<file path="src/rtl/dll_pkg.sv">
// Shared Data Link Layer definitions: DLCMSM states, FC DLLP codes, field layout,
// CRC-16 constants and a flow-control DLLP body decoder.
package dll_pkg;

    typedef enum logic [1:0] {
        ST_IDLE   = 2'd0,
        ST_INIT1  = 2'd1,
        ST_INIT2  = 2'd2,
        ST_ACTIVE = 2'd3
    } dlcm_state_e;

    typedef enum logic [1:0] {
        FC_NONE   = 2'd0,
        FC_INIT1  = 2'd1,
        FC_INIT2  = 2'd2,
        FC_UPDATE = 2'd3
    } fc_kind_e;

    localparam int HDR_W  = 8;
    localparam int DATA_W = 12;
    localparam int DLLP_W = 48;

    localparam logic [7:0] TYPE_INITFC1_P   = 8'h40;
    localparam logic [7:0] TYPE_INITFC1_NP  = 8'h50;
    localparam logic [7:0] TYPE_INITFC1_CPL = 8'h60;
    localparam logic [7:0] TYPE_INITFC2_P   = 8'hC0;
    localparam logic [7:0] TYPE_INITFC2_NP  = 8'hD0;
    localparam logic [7:0] TYPE_INITFC2_CPL = 8'hE0;
    localparam logic [7:0] TYPE_UPDFC_P     = 8'h80;
    localparam logic [7:0] TYPE_UPDFC_NP    = 8'h90;
    localparam logic [7:0] TYPE_UPDFC_CPL   = 8'hA0;

    // Byte lane positions inside the 48-bit DLLP
    localparam int B0_LSB     = 0;
    localparam int B1_LSB     = 8;
    localparam int B2_LSB     = 16;
    localparam int B3_LSB     = 24;
    localparam int CRC_HI_LSB = 32;
    localparam int CRC_LO_LSB = 40;

    localparam logic [15:0] CRC_POLY = 16'h100B;
    localparam logic [15:0] CRC_SEED = 16'hFFFF;

    localparam logic [1:0] IDX_P   = 2'd0;
    localparam logic [1:0] IDX_NP  = 2'd1;
    localparam logic [1:0] IDX_CPL = 2'd2;

    typedef struct packed {
        fc_kind_e            kind;
        logic [1:0]          idx;
        logic [HDR_W-1:0]    hdr;
        logic [DATA_W-1:0]   data;
    } fc_dec_t;

    // Full-byte match on byte0, so any nonzero VC ID falls through to FC_NONE.
    function automatic fc_dec_t decode_fc(input logic [31:0] body);
        fc_dec_t    d;
        logic [7:0] b0;
        logic [7:0] b1;
        logic [7:0] b2;
        logic [7:0] b3;
        b0 = body[B0_LSB +: 8];
        b1 = body[B1_LSB +: 8];
        b2 = body[B2_LSB +: 8];
        b3 = body[B3_LSB +: 8];
        d.kind = FC_NONE;
        d.idx  = IDX_P;
        d.hdr  = {b1[5:0], b2[7:6]};
        d.data = {b2[3:0], b3};
        case (b0)
            TYPE_INITFC1_P:   begin d.kind = FC_INIT1;  d.idx = IDX_P;   end
            TYPE_INITFC1_NP:  begin d.kind = FC_INIT1;  d.idx = IDX_NP;  end
            TYPE_INITFC1_CPL: begin d.kind = FC_INIT1;  d.idx = IDX_CPL; end
            TYPE_INITFC2_P:   begin d.kind = FC_INIT2;  d.idx = IDX_P;   end
            TYPE_INITFC2_NP:  begin d.kind = FC_INIT2;  d.idx = IDX_NP;  end
            TYPE_INITFC2_CPL: begin d.kind = FC_INIT2;  d.idx = IDX_CPL; end
            TYPE_UPDFC_P:     begin d.kind = FC_UPDATE; d.idx = IDX_P;   end
            TYPE_UPDFC_NP:    begin d.kind = FC_UPDATE; d.idx = IDX_NP;  end
            TYPE_UPDFC_CPL:   begin d.kind = FC_UPDATE; d.idx = IDX_CPL; end
            default:          begin d.kind = FC_NONE;   d.idx = IDX_P;   end
        endcase
        return d;
    endfunction

endpackage

</file>
<file path="src/rtl/dllp_fc_rx_if.sv">
// DLLP receive beat channel: valid/ready handshake carrying one DLLP per beat.
interface dllp_fc_rx_if;
    logic         dllp_valid_i;
    logic         dllp_ready_o;
    logic [255:0] dllp_data_i;

    modport master (output dllp_valid_i, output dllp_data_i, input dllp_ready_o);
    modport slave  (input dllp_valid_i, input dllp_data_i, output dllp_ready_o);
endinterface

</file>
<file path="src/rtl/dllp_crc16.sv">
// Combinational DLLP CRC-16 over bytes 0-3, byte0 first and LSB first per byte;
// output is the complemented remainder. Shared with the DLLP transmitter.
module dllp_crc16
    import dll_pkg::*;
(
    input  logic [31:0] data_i,
    output logic [15:0] crc_o
);

    logic [15:0] rem;
    logic        fb;

    always_comb begin
        rem = CRC_SEED;
        fb  = 1'b0;
        for (int i = 0; i < 32; i++) begin
            fb  = rem[15] ^ data_i[i];
            rem = {rem[14:0], 1'b0} ^ (fb ? CRC_POLY : 16'h0000);
        end
        crc_o = ~rem;
    end

endmodule

</file>
<file path="src/rtl/dllp_fc_rx.sv">
// Receive-side flow-control DLLP decoder: two-stage beat pipeline, CRC check,
// partner credit limit tracking and the receive half of DLCMSM.
module dllp_fc_rx
    import dll_pkg::*;
#(
    parameter bit CRC_CHECK = 1'b1
) (
    input  logic               clk,
    input  logic               rst_n,
    input  logic               link_up_i,
    input  logic               fc1_tx_done_i,
    input  logic               fc2_tx_done_i,
    dllp_fc_rx_if.slave        dllp,
    output logic [1:0]         state_o,
    output logic [HDR_W-1:0]   p_hdr_lim_o,
    output logic [HDR_W-1:0]   np_hdr_lim_o,
    output logic [HDR_W-1:0]   cpl_hdr_lim_o,
    output logic [DATA_W-1:0]  p_data_lim_o,
    output logic [DATA_W-1:0]  np_data_lim_o,
    output logic [DATA_W-1:0]  cpl_data_lim_o,
    output logic [2:0]         fc1_rx_flags_o,
    output logic               crc_err_o,
    output logic [7:0]         crc_err_cnt_o
);

    dlcm_state_e         state_q, state_d;
    logic                s1_vld_q, s1_vld_d;
    logic [DLLP_W-1:0]   s1_dat_q, s1_dat_d;
    logic [2:0]          flags_q, flags_d;
    logic                fi2_q, fi2_d;
    logic                crc_err_q, crc_err_d;
    logic [7:0]          err_cnt_q, err_cnt_d;

    logic                ready;
    logic                accept;
    logic                clear;
    logic                live;
    logic                good;
    logic                bad;
    logic                crc_ok;
    logic [15:0]         crc_calc;
    logic [15:0]         crc_rx;
    fc_dec_t             dec;
    logic [2:0]          cap;
    logic [2:0]          upd;
    logic                unused_bits;

    assign unused_bits = ^dllp.dllp_data_i[255:DLLP_W];

    assign ready             = (state_q != ST_IDLE);
    assign dllp.dllp_ready_o = ready;
    // A beat offered while the link is dropping is never captured.
    assign accept            = dllp.dllp_valid_i & ready & link_up_i;
    assign clear             = !link_up_i || (state_q == ST_IDLE);

    dllp_crc16 u_crc (
        .data_i (s1_dat_q[31:0]),
        .crc_o  (crc_calc)
    );

    assign crc_rx = {s1_dat_q[CRC_HI_LSB +: 8], s1_dat_q[CRC_LO_LSB +: 8]};
    assign crc_ok = !CRC_CHECK || (crc_rx == crc_calc);
    assign dec    = decode_fc(s1_dat_q[31:0]);
    assign live   = s1_vld_q && !clear;
    assign good   = live && (dec.kind != FC_NONE) && crc_ok;
    assign bad    = live && (dec.kind != FC_NONE) && !crc_ok;

    always_comb begin
        state_d = state_q;
        unique case (state_q)
            ST_IDLE:   if (link_up_i) state_d = ST_INIT1;
            ST_INIT1:  if ((flags_q == 3'b111) && fc1_tx_done_i) state_d = ST_INIT2;
            ST_INIT2:  if (fi2_q && fc2_tx_done_i) state_d = ST_ACTIVE;
            ST_ACTIVE: state_d = ST_ACTIVE;
            default:   state_d = ST_IDLE;
        endcase
        if (!link_up_i) state_d = ST_IDLE;
    end

    always_comb begin
        s1_vld_d  = accept;
        s1_dat_d  = accept ? dllp.dllp_data_i[DLLP_W-1:0] : s1_dat_q;
        flags_d   = flags_q | cap;
        fi2_d     = fi2_q | (good && (state_q == ST_INIT2) &&
                             ((dec.kind == FC_INIT2) || (dec.kind == FC_UPDATE)));
        crc_err_d = bad;
        err_cnt_d = err_cnt_q;
        if (bad && (err_cnt_q != 8'hFF)) err_cnt_d = err_cnt_q + 8'd1;
        if (clear) begin
            flags_d   = 3'b000;
            fi2_d     = 1'b0;
            crc_err_d = 1'b0;
            err_cnt_d = 8'd0;
        end
    end

    always_ff @(posedge clk or negedge rst_n) begin
        if (!rst_n) begin
            state_q   <= ST_IDLE;
            s1_vld_q  <= 1'b0;
            s1_dat_q  <= '0;
            flags_q   <= 3'b000;
            fi2_q     <= 1'b0;
            crc_err_q <= 1'b0;
            err_cnt_q <= 8'd0;
        end else begin
            state_q   <= state_d;
            s1_vld_q  <= s1_vld_d;
            s1_dat_q  <= s1_dat_d;
            flags_q   <= flags_d;
            fi2_q     <= fi2_d;
            crc_err_q <= crc_err_d;
            err_cnt_q <= err_cnt_d;
        end
    end

    // One limit pair per credit type (0 P, 1 NP, 2 Cpl).
    for (genvar gi = 0; gi < 3; gi++) begin : g_lim
        logic [HDR_W-1:0]  hdr_q;
        logic [DATA_W-1:0] data_q;

        assign cap[gi] = good && (dec.kind == FC_INIT1) && (dec.idx == 2'(gi)) &&
                         (state_q == ST_INIT1) && !flags_q[gi];
        assign upd[gi] = good && (dec.kind == FC_UPDATE) && (dec.idx == 2'(gi)) &&
                         (state_q == ST_ACTIVE);

        always_ff @(posedge clk or negedge rst_n) begin
            if (!rst_n) begin
                hdr_q  <= '0;
                data_q <= '0;
            end else if (clear) begin
                hdr_q  <= '0;
                data_q <= '0;
            end else if (cap[gi] || upd[gi]) begin
                hdr_q  <= dec.hdr;
                data_q <= dec.data;
            end
        end
    end

    assign state_o        = state_q;
    assign p_hdr_lim_o    = g_lim[0].hdr_q;
    assign np_hdr_lim_o   = g_lim[1].hdr_q;
    assign cpl_hdr_lim_o  = g_lim[2].hdr_q;
    assign p_data_lim_o   = g_lim[0].data_q;
    assign np_data_lim_o  = g_lim[1].data_q;
    assign cpl_data_lim_o = g_lim[2].data_q;
    assign fc1_rx_flags_o = flags_q;
    assign crc_err_o      = crc_err_q;
    assign crc_err_cnt_o  = err_cnt_q;

endmodule

</file>
<file path="src/flat_wrapper.sv">
// flat-port wrapper written by rule: the top's interface ports become plain ports
module dllp_fc_rx_flat import dll_pkg::*;
#(
    parameter bit CRC_CHECK = 1'b1
)
  (clk, rst_n, link_up_i, fc1_tx_done_i, fc2_tx_done_i, state_o, p_hdr_lim_o, np_hdr_lim_o, cpl_hdr_lim_o, p_data_lim_o, np_data_lim_o, cpl_data_lim_o, fc1_rx_flags_o, crc_err_o, crc_err_cnt_o, dllp_dllp_valid_i, dllp_dllp_data_i, dllp_dllp_ready_o);
  dllp_fc_rx_if dllp_i ();
  input  logic clk;
  input  logic rst_n;
  input  logic link_up_i;
  input  logic fc1_tx_done_i;
  input  logic fc2_tx_done_i;
  output logic [1:0] state_o;
  output logic [HDR_W-1:0] p_hdr_lim_o;
  output logic [HDR_W-1:0] np_hdr_lim_o;
  output logic [HDR_W-1:0] cpl_hdr_lim_o;
  output logic [DATA_W-1:0] p_data_lim_o;
  output logic [DATA_W-1:0] np_data_lim_o;
  output logic [DATA_W-1:0] cpl_data_lim_o;
  output logic [2:0] fc1_rx_flags_o;
  output logic crc_err_o;
  output logic [7:0] crc_err_cnt_o;
  input wire logic [$bits(dllp_i.dllp_valid_i)-1:0] dllp_dllp_valid_i;
  input wire logic [$bits(dllp_i.dllp_data_i)-1:0] dllp_dllp_data_i;
  output wire logic [$bits(dllp_i.dllp_ready_o)-1:0] dllp_dllp_ready_o;
  assign dllp_i.dllp_valid_i = dllp_dllp_valid_i;
  assign dllp_i.dllp_data_i = dllp_dllp_data_i;
  assign dllp_dllp_ready_o = dllp_i.dllp_ready_o;
  dllp_fc_rx #(.CRC_CHECK(CRC_CHECK)) u_core (.clk(clk), .rst_n(rst_n), .link_up_i(link_up_i), .fc1_tx_done_i(fc1_tx_done_i), .fc2_tx_done_i(fc2_tx_done_i), .dllp(dllp_i), .state_o(state_o), .p_hdr_lim_o(p_hdr_lim_o), .np_hdr_lim_o(np_hdr_lim_o), .cpl_hdr_lim_o(cpl_hdr_lim_o), .p_data_lim_o(p_data_lim_o), .np_data_lim_o(np_data_lim_o), .cpl_data_lim_o(cpl_data_lim_o), .fc1_rx_flags_o(fc1_rx_flags_o), .crc_err_o(crc_err_o), .crc_err_cnt_o(crc_err_cnt_o));
endmodule
</file>
<file path="config.mk">
export PLATFORM = sky130hd
export DESIGN_NAME = dllp_fc_rx_flat
export DESIGN_NICKNAME = d
export VERILOG_FILES = /design/src/rtl/dll_pkg.sv /design/src/rtl/dllp_fc_rx_if.sv /design/src/rtl/dllp_crc16.sv /design/src/rtl/dllp_fc_rx.sv /design/src/flat_wrapper.sv
export SDC_FILE = /design/constraint.sdc
export NUM_CORES = 1
export LEC_CHECK = 0
export CELL_PAD_IN_SITES_DETAIL_PLACEMENT = 0
export CELL_PAD_IN_SITES_GLOBAL_PLACEMENT = 1
export CORE_AREA = 2 2 192 137
export DETAILED_ROUTE_END_ITERATION = 8
export DIE_AREA = 0 0 194 139
export PLACE_DENSITY_LB_ADDON = 0.1
export REMOVE_ABC_BUFFERS = 1
export SETUP_SLACK_MARGIN = 0.05
export SLEW_MARGIN = 20
export SYNTH_ARGS = -nofsm -noshare
export SYNTH_HDL_FRONTEND = slang
export SYNTH_HIERARCHICAL = 1
export SYNTH_SLANG_ARGS = --single-unit
</file>
<file path="constraint.sdc">
create_clock -name clk -period 4.1 [get_ports clk]
set_input_delay 0.41 -clock clk [delete_from_list [all_inputs] [get_ports clk]]
set_output_delay 0.41 -clock clk [all_outputs]
set_load 0.02 [all_outputs]
</file>
==> After elaboration in Yosys (flattened, before gate mapping) <==
Index checks and enable logic that the tools add are counted.
Widths: inputs -> output; s select.
{ "op_classes": {"n_bitwise": 68, "add_sub_neg": 1, "n_mux": 54, "eq_ne": 22, "reduce_logical": 46} }
{ "op_table": {"columns": ["cell", "n"], "rows": [
  ["$xor 16x13->16", 31],
  ["$mux 13", 32],
  ["$mux 12", 6],
  ["$mux 8", 8],
  ["$eq 8x8->1 const B", 6],
  ["$pmux 4 s9", 1],
  ["$xor 1x1->1", 31],
  ["$logic_and 1x1->1", 26],
  ["$eq 8x7->1 const B", 3],
  ["$eq 16x16->1", 1],
  ["$not 16->16", 1],
  ["$not 12->15", 1],
  ["$reduce_bool 2->1", 6],
  ["$eq 2x2->1 const B", 5],
  ["$add 8x1->8 const B", 1],
  ["$ne 8x8->1 const B", 1],
  ["$pmux 2 s4", 1],
  ["$eq 2x1->1 const B", 3],
  ["$logic_not 1->1", 6],
  ["$mux 2", 3],
  ["$ne 3x2->1 const B", 2],
  ["$logic_or 1x1->1", 5],
  ["$logic_not 2->1", 2],
  ["$eq 3x3->1 const B", 1],
  ["other kinds (6)", 8]
]} }
{ "word_totals": {"input_bits": 262, "word_cells": 204, "register_bits": 124} }

==> Logic depth before layout (Yosys ltp) <==
Gate-level depths: netlist of run 1.
{ "depth": {"depth_word": 105, "depth_mapped": 14, "mapped_depth_nobuf": 11} }

==> Hierarchy <==
Netlist of run 1, hierarchy kept.
{ "modules_own_cells": {"columns": ["mod", "instances", "cells_each", "area_per_inst_um2"], "rows": [
  ["dllp_fc_rx", 1, 449, 5441.5],
  ["dllp_crc16", 1, 104, 1239.9]
]} }

==> Worst setup path before layout of run 1 <==
Ideal clock, no wire load.
{ "synth_timing": {"path_kind": "reg-to-reg", "start": "reg u_core.s1_dat_q[1]", "end": "reg u_core.g_lim[0].data_q[10], in the netlist u_core/p_data_lim_o[10]", "path_buffers": 2, "path_stages_with_launch": 13, "slack_ns": 0.308, "required_time_ns": 3.976, "arrival_time_ns": 3.669, "setup_time_ns": 0.124, "synth_period_minus_slack_ns": 3.792, "path_cell_list": "dfrtp_1 -> xnor3_2 -> xnor3_2 -> xor3_2 -> xor2_2 -> xnor2_1 -> xor2_1 -> nor4_1 -> and4_1 -> buf_2 -> nand2_4 -> buf_6 -> mux2i_1"} }
{ "synth_via": {"word_cells_on_any_way": 96} }
{ "synth_lines": {"columns": ["item", "line", "rtl"], "rows": [
  ["start, declared", "dllp_fc_rx.sv:28", "logic [DLLP_W-1:0] s1_dat_q, s1_dat_d;"],
  ["start signal, assigned", "dllp_fc_rx.sv:109", "s1_dat_q <= s1_dat_d;"],
  ["$xor 1x1->1 *", "dllp_crc16.sv:17", "fb = rem[15] ^ data_i[i];"],
  ["$mux 13 *", "dllp_crc16.sv:18", "rem = {rem[14:0], 1'b0} ^ (fb ? CRC_POLY : 16'h0000);"],
  ["$xor 16x13->16 * (4 in series)", "dllp_crc16.sv:18", null],
  ["$xor 1x1->1 or $xor 16x13->16 (tied branches)", "dllp_crc16.sv:17, dllp_crc16.sv:18", null],
  ["$mux 13 or $xor 16x13->16 (tied branches)", "dllp_crc16.sv:18", null],
  ["$xor 16x13->16 * (4 in series)", "dllp_crc16.sv:18", null],
  ["$xor 1x1->1 or $xor 16x13->16 (tied branches)", "dllp_crc16.sv:17, dllp_crc16.sv:18", null],
  ["$mux 13 or $xor 16x13->16 (tied branches)", "dllp_crc16.sv:18", null],
  ["[... 29 more ...]", null, null],
  ["$not 16->16 *", "dllp_crc16.sv:20", "crc_o = ~rem;"],
  ["via u_core.crc_calc[1]", "dllp_fc_rx.sv:41", "logic [15:0] crc_calc;"],
  ["$eq 16x16->1 *", "dllp_fc_rx.sv:62", "assign crc_ok = !CRC_CHECK || (crc_rx == crc_calc);"],
  ["$logic_and 1x1->1 *", "dllp_fc_rx.sv:65", "assign good = live && (dec.kind != FC_NONE) && crc_ok;"],
  ["$logic_and 1x1->1 (3 in series)", "dllp_fc_rx.sv:122", "assign cap[gi] = good && (dec.kind == FC_INIT1) && (dec.idx == 2'(gi)) &&"],
  ["$logic_and 1x1->1", "dllp_fc_rx.sv:123", "(state_q == ST_INIT1) && !flags_q[gi];"],
  ["$logic_or 1x1->1 *", "dllp_fc_rx.sv:134", "end else if (cap[gi] || upd[gi]) begin"],
  ["$reduce_bool 2->1 (no line) *", null, null],
  ["end signal, assigned", "dllp_fc_rx.sv:136", "data_q <= dec.data;"],
  ["end, declared", "dllp_fc_rx.sv:120", "logic [DATA_W-1:0] data_q;"]
]} }
Mark *: on every way through the listed nets, which the timed path passes. The rest lies on a longest branch.
A chain may end at the register's enable or synchronous reset.

==> Final worst setup path of run 1 <==
{ "layout_timing": {"start": "reg u_core.s1_dat_q[5]", "end": "reg u_core.g_lim[2].data_q[5], in the netlist u_core/cpl_data_lim_o[5]"} }
{ "layout_via": {"word_cells_on_any_way": 84} }
{ "layout_lines": {"columns": ["item", "line"], "rows": [
  ["$xor 1x1->1 *", "dllp_crc16.sv:17"],
  ["$mux 13 *", "dllp_crc16.sv:18"],
  ["$xor 16x13->16 * (4 in series)", "dllp_crc16.sv:18"],
  ["$xor 1x1->1 or $xor 16x13->16 (tied branches)", "dllp_crc16.sv:17, dllp_crc16.sv:18"],
  ["$mux 13 or $xor 16x13->16 (tied branches)", "dllp_crc16.sv:18"],
  ["$xor 16x13->16 * (4 in series)", "dllp_crc16.sv:18"],
  ["$xor 1x1->1 or $xor 16x13->16 (tied branches)", "dllp_crc16.sv:17, dllp_crc16.sv:18"],
  ["$mux 13 or $xor 16x13->16 (tied branches)", "dllp_crc16.sv:18"],
  ["[... 23 more ...]", null],
  ["$not 16->16 *", "dllp_crc16.sv:20"],
  ["via u_core.crc_calc[1]", "dllp_fc_rx.sv:41"],
  ["$eq 16x16->1 *", "dllp_fc_rx.sv:62"],
  ["$logic_and 1x1->1 *", "dllp_fc_rx.sv:65"],
  ["$logic_and 1x1->1 (3 in series)", "dllp_fc_rx.sv:122"],
  ["$logic_and 1x1->1", "dllp_fc_rx.sv:123"],
  ["$logic_or 1x1->1 *", "dllp_fc_rx.sv:134"],
  ["$reduce_bool 2->1 (no line) *", null],
  ["end signal, assigned", "dllp_fc_rx.sv:136"],
  ["end, declared", "dllp_fc_rx.sv:120"]
]} }
Marked as above.

==> results of run 1 <==
## layout make-up
| type | count | area, sq um | share of cell area |
|---|---|---|---|
| Clock buffer | 20 | 467 | 0.0473 |
| Clock inverter | 12 | 159 | 0.0161 |
| Inverter | 8 | 30.0 | 0.00304 |
| Multi-Input combinational cell | 398 | 3650 | 0.370 |
| Sequential cell | 124 | 3110 | 0.315 |
| Tap cell | 331 | 414 | 0.0419 |
| Timing Repair Buffer | 210 | 2050 | 0.207 |
## synth_stat cells, drive strengths merged, types with 5 or more instances
master,n
dfrtp,124
nand2,88
xnor2,63
mux2i,60
mux2,44
xor2,38
xnor3,16
buf,13
o21ai,11
clkbuf,10
nor2,9
a21oi,8
inv,8
nor4,8
nand3,6
nand4,6
o21a,5
## where the power goes
| group | total (uW) | internal, uW | switching (uW) |
|---|---|---|---|
| registers | 1420 | 1320 | 107 |
| logic | 9610 | 5460 | 4150 |
| clock network | 1600 | 1010 | 587 |
| total | 12600 | 7790 | 4840 |
## repair_timing
action | 4_1_cts | 5_1_grt
cloned | 2 | 1
resized for setup | 23 | 20
pin swaps | 20 | 19
setup endpoints to repair | 47 | 24
setup buffers | 9 | 15
hold buffers | 0 | 0
## registers in the layout (all words and copies together), names as in the netlist
| register | cells |
|---|---|
| u_core/crc_err_cnt_o | 8 |
| u_core/s1_vld_q | 1 |
| u_core/state_o | 2 |
| u_core/cpl_hdr_lim_o | 8 |
| u_core/fc1_rx_flags_o | 3 |
| u_core/crc_err_o | 1 |
| u_core/np_data_lim_o | 12 |
| u_core/fi2_q | 1 |
| u_core/p_hdr_lim_o | 8 |
| u_core/cpl_data_lim_o | 12 |
| u_core/s1_dat_q | 48 |
| u_core/np_hdr_lim_o | 8 |
| u_core/p_data_lim_o | 12 |
## routing by layer
| layer | vias to the layer above | global-route usage | part of all wire |
|---|---|---|---|
| li1 | 2314 | - | - |
| met2 | 102 | 0.217 | 0.42 |
| met4 | 2 | 0.0359 | 0.0081 |
| met1 | 2378 | 0.213 | 0.51 |
| met5 | - | 0 | 0.00060 |
| met3 | 15 | 0.0525 | 0.061 |
## stage by stage
stage          cells  hold WS [ns]
2_1_floorplan    530         0.114
3_3_place_gp    1044         0.498
3_5_place_dp    1044         0.506
4_1_cts         1087         0.134
5_1_grt         1103         0.166
6_report        1103         0.102
## worst paths after layout
path                               startpoint                        to  slack (ns)  cells after the start
max                        u_core/s1_dat_q[5]  u_core/cpl_data_lim_o[5]       -0.04                     15
min                                     rst_n     u_core/p_hdr_lim_o[0]        0.10                      1
max reg2reg                u_core/s1_dat_q[5]  u_core/cpl_data_lim_o[5]       -0.04                     15
min reg2reg                      u_core/fi2_q              u_core/fi2_q        0.52                      2
max in group asynchronous               rst_n        u_core/s1_dat_q[0]        3.14                      2
min in group clk                 u_core/fi2_q              u_core/fi2_q        0.52                      2
## placed cells by master (no fill, tap or decap), drive strengths merged, types with 2 or more instances in the layout
cell type,synthesis,layout
or2,3,3
nand4,6,6
o31ai,2,2
clkinvlp,0,2
xnor2,63,63
clkbuf,10,21
nor2,9,9
bufinv,0,3
nor4,8,8
buf,13,82
nor3,3,3
or4,3,3
nand2b,2,2
nand2,88,88
o21ai,11,11
clkdlybuf4s50,0,127
nor4b,3,3
xor3,2,2
xnor3,16,16
a21oi,8,8
mux2,44,44
dfrtp,124,124
clkinv,0,4
xor2,38,38
inv,8,11
o21a,5,5
or3b,2,2
mux2i,60,60
nand3,6,6
nand4b,2,2
## worst max-delay path, cell delays in order (launching register included)
cell and delay [ns]:
dfrtp_2 0.47, xnor3_2 0.40, buf_6 0.13, xnor3_2 0.38, xor3_2 0.48, xor2_4 0.23, buf_6 0.15, xnor2_2 0.13
xor2_1 0.17, nor4_2 0.30, nand4_1 0.21, buf_4 0.20, nor4b_4 0.26, buf_6 0.20, buf_12 0.15, mux2i_1 0.20
## cells by family after synthesis
logic type / count (synthesis) / share of synthesized area
buffers and inverters: 31 / 0.0232
flip-flops: 124 / 0.464
AO/OA/AOI/OAI: 32 / 0.0298
AND/OR/NAND/NOR: 142 / 0.110
multiplexers: 104 / 0.164
adder cells (fa/ha/maj): 1 / 0.00187
XOR/XNOR: 119 / 0.206
==> results.sh, run 1 <==
export IMPL_fin_crit_sh=1.01
export IMPL_setup_viol=5
export IMPL_clk_insertion_delay_late_ns=0.42
export IMPL_cp_start_kind="register"
export IMPL_crit_fanout=5
export IMPL_layout_drive_gt1_share=0.276
export IMPL_synthTopCellsByArea="dfrtp_1, mux2i_1, xnor2_1"
export IMPL_synth_edff_count=0
export IMPL_grt_pass1_vias=5157
export IMPL_criticalPathCategory="reg -> reg"
export IMPL_setup_ws_ns=-0.0372
export IMPL_vias=4811
export IMPL_relSlewSlack=0.406
export IMPL_core_sq_um=25300
export IMPL_die_area_sq_um=27000
export IMPL_synth_top_cell_area_share=0.464
export IMPL_grt_usage=0.150
export IMPL_ant_nets=0
export IMPL_maxCapViolations=0
export IMPL_fp_dieW_microns=194
export IMPL_grt_overflow_total=0
export IMPL_grt_pass1_wl_microns=30700
export IMPL_finalWirelength_microns=20000
export IMPL_utilization=0.391
export IMPL_hold_viol_final=0
export IMPL_grt_max_degree=66
export IMPL_syn_avg_cell_area_sq_um=12.1
export IMPL_finClkSkew_ns=0.0121
export IMPL_period_needed_ns=4.14
export IMPL_drc=0
export IMPL_cts_buffers=17
export IMPL_status="finished, violations left"
export IMPL_yosysSeqAreaShare=0.464
export IMPL_ys_ff_latch=124
export IMPL_clk_pin_slew_ns=0.06
export IMPL_clockRootBuffer="clkbuf_16"
export IMPL_synth_area_sq_um=6680
export IMPL_initial_core_util=0.265
export IMPL_cp_end_kind="register"
export IMPL_clockBufferDepth=2
export IMPL_pre_cts_slack_ns=-0.274
export IMPL_power_per_cell_area_nw_per_um2=1280
export IMPL_final_nets=1022
export IMPL_hpwl_microns=14000
export IMPL_cts_tree="done"
export IMPL_insertedDiodeCount=0
export IMPL_drt_iter0_markers=157
export IMPL_num_io_pins=337
export IMPL_firstDrtPassIters=4
export IMPL_hp_class="in -> async"
export IMPL_drv_slew=0
export IMPL_synthCells=553
export IMPL_cts_sinks=124
export IMPL_yosys_warnings=6
export IMPL_synth_cell_type_count=55
export IMPL_place_gp_congestion=0.761
export IMPL_required_ns=4.43
export IMPL_viasPerCell=4.36
export IMPL_fin_area_sq_um=9880
export IMPL_power_uw=12600
export IMPL_p_leak_uw=0.00446
export IMPL_cts_max_level=4
export IMPL_worst_pin_slew_ns=0.892
export IMPL_fillers=2453
export IMPL_yosysTopAreaCell="dfrtp_1"
export IMPL_rsz0062_at_grt="yes"
export IMPL_tns_ns=-0.122
export IMPL_numPortBuffers=128
export IMPL_ys_async_sr_fraction=1.00
export IMPL_area_growth_pct=47.8
export IMPL_antenna_found_initial=1
export IMPL_fmax_mhz=242
export IMPL_die_h_microns=139
export IMPL_peakVddDrop_mv=1.57
export IMPL_place_area_sq_um=8740
export IMPL_routedWlPerCell_microns=18.1
export IMPL_ys_flop_type="dfrtp_1"
export IMPL_violations="setup timing"
export IMPL_critPathArrivalTime_ns=4.47
export IMPL_row_count=49
(Power assumes the default switching activity.)
==> inputs of run 2 (changes only) <==
--- a/config.mk
+++ b/config.mk
@@ -8,8 +8,10 @@
 export CELL_PAD_IN_SITES_DETAIL_PLACEMENT = 0
 export CELL_PAD_IN_SITES_GLOBAL_PLACEMENT = 1
 export CORE_AREA = 2 2 192 137
+export CTS_CLUSTER_SIZE = 28
 export DETAILED_ROUTE_END_ITERATION = 8
 export DIE_AREA = 0 0 194 139
+export MAX_ROUTING_LAYER = met4
 export PLACE_DENSITY_LB_ADDON = 0.1
 export REMOVE_ABC_BUFFERS = 1
 export SETUP_SLACK_MARGIN = 0.05
==> results.sh, run 2 (same netlist as run 1, synthesis figures left out) <==
export IMPL_status="finished, violations left"
export IMPL_violations="setup timing"
export IMPL_cts_buffers=17
export IMPL_final_cells=1104
export IMPL_hp_class="in -> async"
export IMPL_grt_usage=0.155
export IMPL_seq_power_share=0.113
export IMPL_whs_ns=0.100
export IMPL_fin_area_sq_um=9840
export IMPL_setup_ws_ns=-0.0404
export IMPL_routedWlPerCell_microns=18.2
export IMPL_multi_input_area_sq_um=3610
export IMPL_fp_dieW_microns=194
export IMPL_viasPerCell=4.39
export IMPL_required_ns=4.43
export IMPL_drt_iter0_markers=175
export IMPL_grt_max_degree=66
export IMPL_clk_insertion_delay_late_ns=0.42
export IMPL_final_seq_area_sq_um=3110
export IMPL_die_h_microns=139
export IMPL_cts_sinks=124
export IMPL_critPathArrivalTime_ns=4.47
export IMPL_hpwl_microns=14000
export IMPL_p_clk_frac=0.127
export IMPL_vias=4845
export IMPL_comb_power_share=0.760
export IMPL_cts_tree="done"
export IMPL_firstDrtPassIters=6
export IMPL_period_needed_ns=4.14
export IMPL_layout_drive_gt1_share=0.271
export IMPL_dpl_cell_count=1044
export IMPL_place_gp_congestion=0.771
export IMPL_fin_crit_sh=1.01
export IMPL_crit_fanout=5
export IMPL_clockBufferDepth=2
export IMPL_cp_end_kind="register"
export IMPL_area_growth_pct=47.3
export IMPL_rsz0062_at_grt="yes"
export IMPL_clockRootBuffer="clkbuf_16"
export IMPL_relSlewSlack=0.404
export IMPL_ant_nets=0
export IMPL_grt_pass1_wl_microns=30800
export IMPL_fmax_mhz=242
export IMPL_worst_pin_slew_ns=0.893
export IMPL_num_io_pins=337
export IMPL_largest_reg_flops=48
export IMPL_final_common_cell="clkdlybuf4s50_1"
export IMPL_place_area_sq_um=8740
export IMPL_maxCapViolations=0
export IMPL_row_count=49
export IMPL_drc=0
export IMPL_clk_pin_slew_ns=0.06
export IMPL_numPortBuffers=128
export IMPL_power_share_switching=0.384
export IMPL_net_switching_power_uw=4840
export IMPL_peakVddDrop_mv=1.38
export IMPL_antenna_found_initial=1
export IMPL_p_leak_uw=0.00444
export IMPL_cp_start_kind="register"
export IMPL_reg2reg_depth=15
export IMPL_final_nets=1022
export IMPL_criticalPathCategory="reg -> reg"
export IMPL_grt_overflow_total=0
export IMPL_cts_max_level=4
export IMPL_fillers=2463
export IMPL_die_area_sq_um=27000
export IMPL_hold_viol_final=0
export IMPL_power_per_cell_area_nw_per_um2=1280
export IMPL_mostFrequentLayoutCells="clkdlybuf4s50_1, dfrtp_1, nand2_1"
export IMPL_utilization=0.390
export IMPL_finClkSkew_ns=0.0124
export IMPL_core_sq_um=25300
export IMPL_p_int_uw=7760
export IMPL_grt_pass1_vias=5147
export IMPL_drv_slew=0
export IMPL_setup_viol=5
export IMPL_finalWirelength_microns=20100
export IMPL_regMostFlops="u_core/s1_dat_q"
export IMPL_initial_core_util=0.265
[run 2: cell count changes in the layout (fill, tap and decap cells not counted)]
| cell | delta |
|---|---|
| xor2_2 | -1 |
| xnor2_4 | -1 |
| diode_2 | +1 |
| xor2_1 | +1 |
| buf_6 | +1 |
| xnor2_2 | -2 |
| xnor2_1 | +3 |
| buf_4 | -1 |
[run 2: power by group through the flow]
| stage | registers, uW | logic, uW | clock network [uW] |
|---|---|---|---|
| after global placement | 1440 | 7390 | 0 |
| after floorplan | 1420 | 5420 | 0 |
| after CTS | 1430 | 8460 | 1650 |
| after detailed placement | 1450 | 7410 | 0 |
| after global routing | 1430 | 10300 | 1690 |
| final | 1420 | 9570 | 1600 |
[run 2: timing repair]
item                       4_1_cts  5_1_grt
hold buffers                     0        0
setup endpoints to repair       47       24
gates resized for setup         23       16
buffers inserted                 9       15
pin swaps                       20       18
gates cloned                     2        1
[run 2: per-stage QoR]
stage / setup TNS [ns] / worst slack [ns] / power, uW
global placement: -3.86 / -0.201 / 8840
detailed placement: -4.96 / -0.274 / 8860
floorplan: -24.57 / -1.23 / 6850
finish: -0.130 / -0.0404 / 12600
CTS: 0 / 0.0321 / 11500
global route: -3.05 / -0.201 / 13400
[run 2: layer usage]
metal	GRT usage	part of all wire
met5	-	0
met4	0.0359	0.0079
met3	0.0499	0.062
met2	0.217	0.42
met1	0.216	0.51
[run 2: layout make-up]
class / instances / area share
repair buffers: 210 / 0.208
diodes: 1 / 0.000254
clock inverters: 12 / 0.0161
flip-flops and latches: 124 / 0.316
well taps: 331 / 0.0421
multi-input cells: 398 / 0.367
inverters: 8 / 0.00305
clock buffers: 20 / 0.0474
[run 2: final timing paths]
| kind | from | slack, ns | end |
|---|---|---|---|
| max in group asynchronous | rst_n | 3.13 | u_core/s1_dat_q[0] |
| max | u_core/s1_dat_q[5] | -0.04 | u_core/cpl_data_lim_o[5] |
| min reg2reg | u_core/fi2_q | 0.52 | u_core/fi2_q |
| min in group clk | u_core/fi2_q | 0.52 | u_core/fi2_q |
| min | rst_n | 0.10 | u_core/p_hdr_lim_o[0] |
| max reg2reg | u_core/s1_dat_q[5] | -0.04 | u_core/cpl_data_lim_o[5] |
[run 2: critical path, cell delays in order (launching register included)]
cell	delay [ns]
dfrtp_2	0.41
xnor3_2	0.47
buf_6	0.14
xnor3_2	0.38
xor3_2	0.47
xor2_4	0.23
buf_6	0.15
xnor2_2	0.13
xor2_1	0.17
nor4_2	0.29
nand4_1	0.21
buf_4	0.20
nor4b_4	0.26
buf_6	0.20
buf_12	0.15
mux2i_1	0.20
